===== config.mk =====
export PLATFORM = sky130hd
export DESIGN_NAME = mem_port_arbiter
export DESIGN_NICKNAME = d
export VERILOG_FILES = /design/src/rtl/mem_arb_pkg.sv /design/src/rtl/arb_starve_counter.sv /design/src/rtl/mem_port_arbiter.sv
export SDC_FILE = /design/constraint.sdc
export NUM_CORES = 1
export LEC_CHECK = 0
export CORE_AREA = 3 3 91 93
export DETAILED_ROUTE_END_ITERATION = 16
export DIE_AREA = 0 0 94 96
export PLACE_DENSITY = 0.88
export SKIP_CTS_REPAIR_TIMING = 1
export SLEW_MARGIN = 10
export SYNTH_ARGS = -nofsm -noshare
export SYNTH_HDL_FRONTEND = slang
export SYNTH_SLANG_ARGS = --single-unit
export TNS_END_PERCENT = 50

===== constraint.sdc =====
create_clock -name clk -period 2.7 [get_ports clk]
set_clock_uncertainty 0.2 [all_clocks]
set_input_delay 0.54 -clock clk [delete_from_list [all_inputs] [get_ports clk]]
set_output_delay 0.54 -clock clk [all_outputs]
set_load 0.02 [all_outputs]

===== src/rtl/mem_arb_pkg.sv =====
// mem_arb_pkg: shared constants and owner-state encoding for the fetch/data SRAM arbiter
package mem_arb_pkg;
    localparam int DEF_WIDTH = 32;
    localparam int DEF_ADDR_W = 6;
    localparam int STARVE_CNT_W = 4;
    typedef logic [1:0] owner_t;
    localparam owner_t NONE = 2'd0;
    localparam owner_t IF_RD = 2'd1;
    localparam owner_t D_RD = 2'd2;
endpackage


===== src/rtl/arb_starve_counter.sv =====
// arb_starve_counter: saturating up-counter with clear, used for starvation and perf counting
module arb_starve_counter #(
    parameter int W = 4
) (
    input  logic         clk,
    input  logic         reset,
    input  logic         inc,
    input  logic         clr,
    input  logic [W-1:0] max,
    output logic [W-1:0] cnt,
    output logic         at_max
);
    assign at_max = cnt == max;
    always_ff @(posedge clk or negedge reset)
        if (!reset) cnt <= '0;
        else if (clr) cnt <= '0;
        else if (inc && !at_max) cnt <= cnt + 1'b1;
endmodule


===== src/rtl/mem_port_arbiter.sv =====
// mem_port_arbiter: shares one single-port SRAM between fetch (read) and data (read/write) ports
// Optional ARB_PERF_CNT_EN adds saturating conflict_cnt and starve_win_cnt outputs.
module mem_port_arbiter
    import mem_arb_pkg::*;
#(
    parameter int WIDTH = DEF_WIDTH,
    parameter int ADDR_W = DEF_ADDR_W,
    parameter int STARVE_MAX = 3
) (
    input  logic              clk,
    input  logic              reset,
    input  logic              if_req,
    input  logic [ADDR_W-1:0] if_addr,
    output logic              if_gnt,
    output logic              if_rvalid,
    output logic [WIDTH-1:0]  if_rdata,
    input  logic              d_req,
    input  logic              d_we,
    input  logic [ADDR_W-1:0] d_addr,
    input  logic [WIDTH-1:0]  d_wdata,
    output logic              d_gnt,
    output logic              d_rvalid,
    output logic [WIDTH-1:0]  d_rdata,
    output logic              mem_en,
    output logic              mem_we,
    output logic [ADDR_W-1:0] mem_addr,
    output logic [WIDTH-1:0]  mem_wdata,
    input  logic [WIDTH-1:0]  mem_rdata
`ifdef ARB_PERF_CNT_EN
    ,
    output logic [15:0]       conflict_cnt,
    output logic [15:0]       starve_win_cnt
`endif
);
    owner_t owner_q, owner_d;
    logic [STARVE_CNT_W-1:0] starve_q;
    logic starve_hit;
    logic [WIDTH-1:0] if_hold_q, d_hold_q;

    arb_starve_counter #(.W(STARVE_CNT_W)) u_starve (
        .clk(clk), .reset(reset),
        .inc(if_req & !if_gnt), .clr(if_gnt | !if_req),
        .max(STARVE_CNT_W'(STARVE_MAX)),
        .cnt(starve_q), .at_max(starve_hit)
    );

    // Data wins conflicts unless fetch has been denied STARVE_MAX times in a row.
    always_comb begin
        d_gnt = reset & d_req & !(if_req & starve_hit);
        if_gnt = reset & if_req & !d_gnt;
        mem_en = if_gnt | d_gnt;
        mem_we = d_gnt & d_we;
        mem_addr = d_gnt ? d_addr : if_gnt ? if_addr : '0;
        mem_wdata = d_gnt ? d_wdata : '0;
        owner_d = if_gnt ? IF_RD : (d_gnt && !d_we) ? D_RD : NONE;
    end

    always_ff @(posedge clk or negedge reset)
        if (!reset) begin
            owner_q <= NONE;
            if_hold_q <= '0;
            d_hold_q <= '0;
        end else begin
            owner_q <= owner_d;
            if (if_rvalid) if_hold_q <= mem_rdata;
            if (d_rvalid) d_hold_q <= mem_rdata;
        end

    assign if_rvalid = owner_q == IF_RD;
    assign d_rvalid = owner_q == D_RD;
    assign if_rdata = if_rvalid ? mem_rdata : if_hold_q;
    assign d_rdata = d_rvalid ? mem_rdata : d_hold_q;

`ifdef ARB_PERF_CNT_EN
    logic conflict_sat, starve_win_sat;
    arb_starve_counter #(.W(16)) u_conflict (
        .clk(clk), .reset(reset), .inc(if_req & d_req), .clr(1'b0),
        .max(16'hFFFF), .cnt(conflict_cnt), .at_max(conflict_sat)
    );
    arb_starve_counter #(.W(16)) u_starve_win (
        .clk(clk), .reset(reset), .inc(if_gnt & d_req), .clr(1'b0),
        .max(16'hFFFF), .cnt(starve_win_cnt), .at_max(starve_win_sat)
    );
`else
`endif
endmodule


=== Word level (Yosys, flattened, before mapping) ===
Index checks and enable logic that the tools add are counted.

* Flip-flop bits (word level): 70
* Output and inout bits: 108
* Input port bits: 81
* Word-level logic and storage cells: 35

* Bitwise logic cells: 9
* Add/sub/neg operators: 1
* Mux-type cells: 9
* Equality and inequality tests: 3
* Reduce and logical (&&, ||, !) cells: 9

{| class="wikitable"
|+ Operators with widths
! kind !! number
|-
| 32-bit two-way mux || 3
|-
| 6-bit two-way mux || 2
|-
| 4-bit two-way mux || 2
|-
| 1-bit AND || 7
|-
| 1-bit logical NOT || 6
|-
| 4-bit by 1-bit adder with 4-bit output, second input constant || 1
|-
| 4-bit by 2-bit equality test with 1-bit output, second input constant || 1
|-
| 2-bit two-way mux || 2
|-
| 2-bit by 1-bit equality test with 1-bit output, second input constant || 1
|-
| 2-bit equality test, second input constant || 1
|-
| 1-bit logical AND || 2
|-
| 1-bit bitwise OR || 2
|-
| 2-bit nonzero test || 1
|}

=== Depth between registers and ports, before layout ===
Gate-level depths: netlist (run 1).

* Depth after elaboration: 11
* Mapped depth: 5
* Depth with buffers taken out: 4

=== By module ===
From an unflattened synthesis (run 1), not the netlist that was laid out.

* Cell total of the unflattened synthesis: 239
* Area, all modules: 3,489.6 um2

{| class="wikitable"
|+ Modules (own cells, without submodules)
! module !! times used !! area an instance (um2) !! seq. area each (um2) !! cells an instance
|-
| mem_port_arbiter || 1 || 3,225.6 || 1,651.6 || 216
|-
| arb_starve_counter || 1 || 264.0 || 100.1 || 23
|}

=== Worst setup path before layout (run 1) ===
Ideal clock, no wire load.

* Path type: register to output
* From: register u_starve.cnt[0]
* To: output port mem_addr[0]
* Data arrival time: 1,521 ps
* Stages on the path, launching flop included: 5
* Data required time: 1,960 ps
* Path buffers: 0
* Setup slack: 439 ps
* Cells stage by stage: dfrtp_1 > ha_1 > or3b_4 > a21oi_4 > a22o_2

* Longest elaborated chain between the ends: 8

{| class="wikitable"
|+ RTL lines
! what !! line !! text
|-
| start, declared || arb_starve_counter.sv:10 || <nowiki>output logic [W-1:0] cnt,</nowiki>
|-
| start signal, assigned || arb_starve_counter.sv:17 || <nowiki>else if (inc && !at_max) cnt <= cnt + 1'b1;</nowiki>
|-
| 4-bit by 2-bit equality test with 1-bit output || arb_starve_counter.sv:13 || <nowiki>assign at_max = cnt == max;</nowiki>
|-
| 1-bit AND || mem_port_arbiter.sv:49 || <nowiki>d_gnt = reset & d_req & !(if_req & starve_hit);</nowiki>
|-
| 1-bit logical NOT || mem_port_arbiter.sv:49 ||
|-
| 1-bit AND || mem_port_arbiter.sv:49 ||
|-
| 1-bit logical NOT || mem_port_arbiter.sv:50 || <nowiki>if_gnt = reset & if_req & !d_gnt;</nowiki>
|-
| 1-bit AND || mem_port_arbiter.sv:50 ||
|-
| named net if_gnt || mem_port_arbiter.sv:14 || <nowiki>output logic if_gnt,</nowiki>
|-
| 6-bit two-way mux (2 in a row) || mem_port_arbiter.sv:53 || <nowiki>mem_addr = d_gnt ? d_addr : if_gnt ? if_addr : '0;</nowiki>
|-
| end, declared || mem_port_arbiter.sv:26 || <nowiki>output logic [ADDR_W-1:0] mem_addr,</nowiki>
|}

The timed path passes the listed nets, and every way through them passes these cells.

=== Final worst setup path (run 1) ===
* From: register u_starve.cnt[1]
* To: output port mem_addr[3]

* Longest elaborated chain between the ends: 8

{| class="wikitable"
|+ RTL lines
! what !! line
|-
| 4-bit by 2-bit equality test with 1-bit output (*) || arb_starve_counter.sv:13
|-
| 1-bit AND (*) || mem_port_arbiter.sv:49
|-
| 1-bit logical NOT (*) || mem_port_arbiter.sv:49
|-
| 1-bit AND (*) || mem_port_arbiter.sv:49
|-
| 1-bit logical NOT || mem_port_arbiter.sv:50
|-
| 1-bit AND || mem_port_arbiter.sv:50
|-
| 6-bit two-way mux || mem_port_arbiter.sv:53
|-
| 6-bit two-way mux (*) || mem_port_arbiter.sv:53
|}

Every way passes the cells marked *; elsewhere a longest branch is shown, timed or not.

==> results of run 1 <==
## logic make-up after synthesis
logic type / count (synthesis) / share of synthesized area [%]
AOI/OAI and AO/OA: 12 / 3.51
xor gates and xnor gates: 1 / 0.293
and+or+nand+nor: 53 / 10.9
adders and majority gates: 1 / 0.418
buffers and inverters: 14 / 2.26
muxes: 64 / 24.1
DFF: 70 / 58.6
## metal layers
metal	share of wire (%)	wire [µm]	GRT usage (%)
met5	0	0	0
met4	1.5	133	7.10
met3	8.2	729	6.25
met2	56	4910	33.9
met1	35	3070	19.9
## report_power, final
part	leakage, µW	switching, µW	internal (µW)
clock	0.000103	403	458
sequential	0.000833	57.6	1270
combinational	0.00215	660	705
## metrics by stage
step                util, %  area [µm²]
detailed placement     66.7        5070
global placement       66.7        5070
CTS                    69.4        5280
finish                 71.8        5460
global route           71.8        5460
floorplan                 -        2990
## worst paths after layout
path	startpoint	to	slack, ns	cells after the start
max	u_starve.cnt[1]	mem_addr[3]	0.02	7
min	reset	if_hold_q[31]	0.23	2
max reg2reg	u_starve.cnt[1]	u_starve.cnt[0]	0.97	5
min reg2reg	if_hold_q[4]	if_hold_q[4]	0.29	1
max in group asynchronous	reset	d_hold_q[10]	1.49	2
min in group clk	if_hold_q[4]	if_hold_q[4]	0.29	1
## Yosys cell counts
cell	instances	area, µm²
sky130_fd_sc_hd__o21ai_0	3	15.0
sky130_fd_sc_hd__ha_1	1	12.5
sky130_fd_sc_hd__nand2b_1	2	12.5
sky130_fd_sc_hd__nand3_1	4	20.0
sky130_fd_sc_hd__and2_1	33	206
sky130_fd_sc_hd__nand3b_1	1	7.51
sky130_fd_sc_hd__nand4b_1	1	8.76
sky130_fd_sc_hd__a21oi_4	1	16.3
sky130_fd_sc_hd__nand2_1	2	7.51
sky130_fd_sc_hd__inv_1	2	7.51
sky130_fd_sc_hd__and2_2	1	7.51
sky130_fd_sc_hd__a21oi_2	1	8.76
sky130_fd_sc_hd__a22o_2	6	60.1
sky130_fd_sc_hd__a21oi_1	1	5.00
sky130_fd_sc_hd__nor2b_1	3	18.8
sky130_fd_sc_hd__nand4_1	1	6.26
sky130_fd_sc_hd__nor3b_1	1	7.51
sky130_fd_sc_hd__mux2_2	64	721
sky130_fd_sc_hd__clkbuf_1	2	7.51
sky130_fd_sc_hd__dfrtp_1	70	1750
sky130_fd_sc_hd__or3b_4	1	11.3
sky130_fd_sc_hd__xor2_1	1	8.76
sky130_fd_sc_hd__buf_2	9	45.0
sky130_fd_sc_hd__nor2_1	3	11.3
sky130_fd_sc_hd__buf_4	1	7.51
## sequential cells by signal, summed over array words and instances (netlist names)
| register | cells |
|---|---|
| owner_q | 2 |
| d_hold_q | 32 |
| if_hold_q | 32 |
| u_starve.cnt | 4 |
## cell type report
cell class              count  area [µm²]
well taps                 102         128
fillers                   509        2140
inverters                   2        7.51
clock inverters             6        68.8
flip-flops and latches     70        1750
multi-input cells         131        1200
repair buffers            209        2170
clock buffers              10         138
## critical path: stages (launching register included)
cell and delay (ns):
sky130_fd_sc_hd__dfrtp_1 0.37, sky130_fd_sc_hd__ha_2 0.20, sky130_fd_sc_hd__or3b_4 0.41, sky130_fd_sc_hd__a21oi_4 0.17, sky130_fd_sc_hd__buf_6 0.13, sky130_fd_sc_hd__buf_6 0.09, sky130_fd_sc_hd__a22o_2 0.14, sky130_fd_sc_hd__buf_6 0.11
==> flow_summary.yaml, run 1 <==
flow_run:
  max_cap_violations: 0
layout:
  drive_gt1_share_pct: 33.9
  commonest_non_fill_non_tap_cell_in_the_layout: "sky130_fd_sc_hd__clkdlybuf4s50_1"
  final_net_count: 505
  layout.cells.most_common_list: "81 x sky130_fd_sc_hd__clkdlybuf4s50_1, 77 x sky130_fd_sc_hd__dlymetal6s2s_1, 70 x sky130_fd_sc_hd__dfrtp_1, 64 x sky130_fd_sc_hd__mux2_2, 33 x sky130_fd_sc_hd__and2_1"
  layout.cells.non_filler: 530
  num_antenna_cells: 0
  areaGrowthSynthToFinish_pct: 82.6
worst_hold_path:
  class_of_the_most_critical_hold_timing_path: "in -> async"
synth:
  synthesis.area_per_instance_um2: 13.9
  netlist_area_um2: 2990
  yosys.cell_types.count: 25
  yosys_warnings: 0
  synth_cells: 215
  synth.yosys.seq_area_share_pct: 58.6
  synth_seq_cells: 70
  mappedNetlistNets: 297
clocking:
  clock_latency_ns: 0.33
  clock_sinks: 70
  clk_pin_slew_worst_paths_ns: 0.08
  htree_num_levels: 3
  cts_buffers: 9
  max-clock-path-buffers: 2
  tritoncts: "built"
  ctsRootBufferMaster: "sky130_fd_sc_hd__clkbuf_8"
timing:
  slew-limit-headroom_pct: 42.7
  max_clock_freq_mhz: 373
  slew_violations: 0
  finalSetupViolations: 0
  rsz0062_at_grt: "true"
  final_hold_viol_count: 0
  timing_worst_slew_pin_value_ns: 0.860
  final.hold.worst_slack_ns: 0.228
  worst_slack_ns: 0.0158
  layout_min_cycle_time_ns: 2.68
  setup-tns-final_ns: 0
  fin_crit_sh_pct: 99.4
placement:
  post-dp-hpwl_mm: 6.47
  placedCellCount: 506
  number_of_input_and_output_port_buffers_inserted: 188
  dpl_ws_ns: -0.310
  globalplace.congestion: 0.725
route:
  ant_nets: 0
  route.detailed.vias_per_inst: 4.71
  via_count: 2495
  drtIter0Drc: 37
  postRouteWirelength_mm: 8.84
  remaining_drc_errors: 0
  drt-pass1-iter-count: 4
  route.detailed.wl_per_inst_um: 16.7
global_routing:
  overflow: 0
  first_global_vias: 2634
  grt_start_max_net_pins: 71
  global_route_wire_length_before_repair_mm: 12.8
  antenna_violations_before_repair: 0
  grt_util_all_layers_pct: 18.6
die:
  core_area_um2: 7610
  floorplan.die.width_um: 94
  initial_utilization_pct: 39.3
  floorplan.die_area_um2: 9020
  num_io_pins: 189
  placementRows: 32
  die_height_um: 96
setup_path:
  critical_path_peak_fanout: 4
  critical_path_endpoint_category: "primary output"
  worst_setup_path_start_kind: "flop"
  critical_path_required_ns: 1.96
  crit_type: "reg -> out"
  worstPathArrival_ns: 1.94
pwr:
  total_power_uw: 3560
  p_leak_uw: 0.00309
  vdd_drop_max_uv: 423
  power-per-cell-area_nw_per_um2: 651
status:
  status: "complete, no violations"
Power figures use the tool's default switching activity.
==> inputs of run 2 (changes only) <==
--- a/config.mk
+++ b/config.mk
@@ -5,10 +5,10 @@
 export SDC_FILE = /design/constraint.sdc
 export NUM_CORES = 1
 export LEC_CHECK = 0
-export CORE_AREA = 3 3 91 93
+export CORE_AREA = 3 3 100 102
 export DETAILED_ROUTE_END_ITERATION = 16
-export DIE_AREA = 0 0 94 96
-export PLACE_DENSITY = 0.88
+export DIE_AREA = 0 0 103 105
+export PLACE_DENSITY = 0.78
 export SKIP_CTS_REPAIR_TIMING = 1
 export SLEW_MARGIN = 10
 export SYNTH_ARGS = -nofsm -noshare
==> constraint.sdc (replaced) <==
create_clock -name clk -period 2.3 [get_ports clk]
set_clock_uncertainty 0.2 [all_clocks]
set_input_delay 0.46 -clock clk [delete_from_list [all_inputs] [get_ports clk]]
set_output_delay 0.46 -clock clk [all_outputs]
set_load 0.02 [all_outputs]
==> flow_summary.yaml, run 2 (synthesis results as in run 1) <==
global_routing:
  first_global_vias: 2797
  grtUsageMet3_pct: 7.54
  grt-busiest-layer: "met2"
  gr-usage-met2_pct: 28.9
  grt_start_max_net_pins: 72
  grt_util_all_layers_pct: 16.8
  groute.layer.met1.usage_pct: 17.6
  antenna_violations_before_repair: 1
  overflow: 0
  global_route_wire_length_before_repair_mm: 13.9
timing:
  timing_worst_slew_pin_value_ns: 0.872
  finalSetupViolations: 71
  layout_min_cycle_time_ns: 2.60
  slew_violations: 0
  worst_slack_ns: -0.299
  rsz0062_at_grt: "true"
  slew-limit-headroom_pct: 41.9
  fin_crit_sh_pct: 113
  final_hold_viol_count: 0
  max_clock_freq_mhz: 385
route:
  ant_nets: 0
  drtIter0Drc: 45
  route.detailed.wl_per_inst_um: 18.2
  route.detailed.vias_per_inst: 4.78
  postRouteWirelength_mm: 9.95
  remaining_drc_errors: 0
  drt-pass1-iter-count: 4
  via_count: 2615
pwr:
  power-per-cell-area_nw_per_um2: 769
  switching_power_uw: 1390
  total_power_uw: 4350
  p_comb_share_pct: 38.5
  cell_internal_pwr_uw: 2960
  p_leak_uw: 0.00272
  swShare_pct: 31.9
  sequentialPowerShare_pct: 35.9
  vdd_drop_max_uv: 338
  clockPowerShare_pct: 25.6
layout:
  layout.filler_cells: 712
  final_net_count: 513
  drive_gt1_share_pct: 58.0
  areaGrowthSynthToFinish_pct: 89.0
  largest_registers_ranked_by_flip_flop_count: "d_hold_q: 32 flops, if_hold_q: 32 flops, u_starve.cnt: 4 flops"
  num_antenna_cells: 0
  layout.cells.most_common_list: "79 x sky130_fd_sc_hd__clkdlybuf4s50_1, 70 x sky130_fd_sc_hd__dfrtp_1, 64 x sky130_fd_sc_hd__buf_6, 45 x sky130_fd_sc_hd__mux2_2"
  layout.cells.non_filler: 547
  commonest_non_fill_non_tap_cell_in_the_layout: "sky130_fd_sc_hd__clkdlybuf4s50_1"
status:
  status: "finished with violations"
  violated_checks: "setup timing"
clocking:
  ctsRootBufferMaster: "sky130_fd_sc_hd__clkbuf_8"
  clock_sinks: 70
  tritoncts: "built"
  clock_latency_ns: 0.34
  htree_num_levels: 3
  max-clock-path-buffers: 2
  clk_pin_slew_worst_paths_ns: 0.08
  cts_buffers: 9
setup_path:
  crit_type: "reg -> out"
  worstPathArrival_ns: 1.94
  worst_setup_path_start_kind: "flop"
  r2r_setup_slack_ns: 0.53
  critical_path_endpoint_category: "primary output"
  critical_path_required_ns: 1.64
  critical_path.reg2reg.startpoint: "u_starve.cnt[0]"
  r2r-end: "owner_q[0]"
  worst_r2r_path_depth: 5
  critical_path_peak_fanout: 8
placement:
  number_of_input_and_output_port_buffers_inserted: 188
  globalplace.congestion: 0.845
  placedCellCount: 520
  post-dp-hpwl_mm: 7.08
die:
  placementRows: 35
  floorplan.die_area_um2: 10800
  core_area_um2: 9200
  floorplan.die.width_um: 103
  initial_utilization_pct: 32.5
  die_height_um: 105
  num_io_pins: 189
flow_run:
  max_cap_violations: 0
worst_hold_path:
  class_of_the_most_critical_hold_timing_path: "in -> async"
==> run 2: changes by cell type in the layout (fill, tap and decap cells not counted), moves of 19 or more <==
cell and delta:
sky130_fd_sc_hd__dlymetal6s2s_1 -66, sky130_fd_sc_hd__buf_6 +58, sky130_fd_sc_hd__and2_1 -32, sky130_fd_sc_hd__and2_4 +32, sky130_fd_sc_hd__clkbuf_2 +19, sky130_fd_sc_hd__mux2_2 -19
sky130_fd_sc_hd__mux2_4 +19
==> run 2: through the flow <==
step                      setup slack, ns  hold WS (ns)  TNS (ns)  utilization (%)  instance area, µm²
after floorplan                     0.119       -0.0356         0                -                2990
after global placement             -0.499         0.278    -23.15             55.8                5130
after detailed placement           -0.506         0.281    -24.01             55.8                5130
after CTS                          -0.799         0.259    -57.77             58.3                5360
after global routing               -0.377         0.312    -17.70             61.5                5650
final                              -0.299         0.235    -11.19             61.5                5650
==> run 2: power groups by stage <==
| stage | Sequential, µW | Combinational (µW) | Clock (µW) |
|---|---|---|---|
| 2_1_floorplan | 1560 | 815 | 0 |
| 3_3_place_gp | 1570 | 1670 | 0 |
| 3_5_place_dp | 1590 | 1680 | 0 |
| 4_1_cts | 1560 | 1690 | 1160 |
| 5_1_grt | 1590 | 1780 | 1210 |
| 6_report | 1560 | 1670 | 1120 |
==> run 2: routing by layer <==
metal  share of wire (%)  up-vias
li1                    -     1164
met3                 9.5       23
met1                  35     1300
met2                  53      126
met4                 2.2        2
met5                0.13        -
==> run 2: final cells by class <==
class	count	area [µm²]	share of cell area, %
clock buffers	9	124	2.19
clock inverters	7	103	1.81
inverters	2	7.51	0.133
multi-input cells	131	1390	24.5
flip-flops and latches	70	1750	31.0
well taps	111	139	2.46
repair buffers	217	2140	37.9
==> run 2: critical path: stages (launching register included) <==
cell and delay (ns):
sky130_fd_sc_hd__dfrtp_1 0.36, sky130_fd_sc_hd__ha_2 0.20, sky130_fd_sc_hd__or3b_4 0.41, sky130_fd_sc_hd__a21oi_4 0.30, sky130_fd_sc_hd__a22o_2 0.23, sky130_fd_sc_hd__buf_6 0.11
==> run 2: worst max path at each step <==
stage,startpoint,to,cells past startpoint
after floorplan,u_starve.cnt[0],mem_addr[0],4
after global placement,d_req,mem_wdata[26],6
after detailed placement,d_req,mem_wdata[1],6
after CTS,u_starve.cnt[0],mem_wdata[1],7
after global routing,u_starve.cnt[0],mem_addr[2],5
final,u_starve.cnt[0],mem_addr[2],5
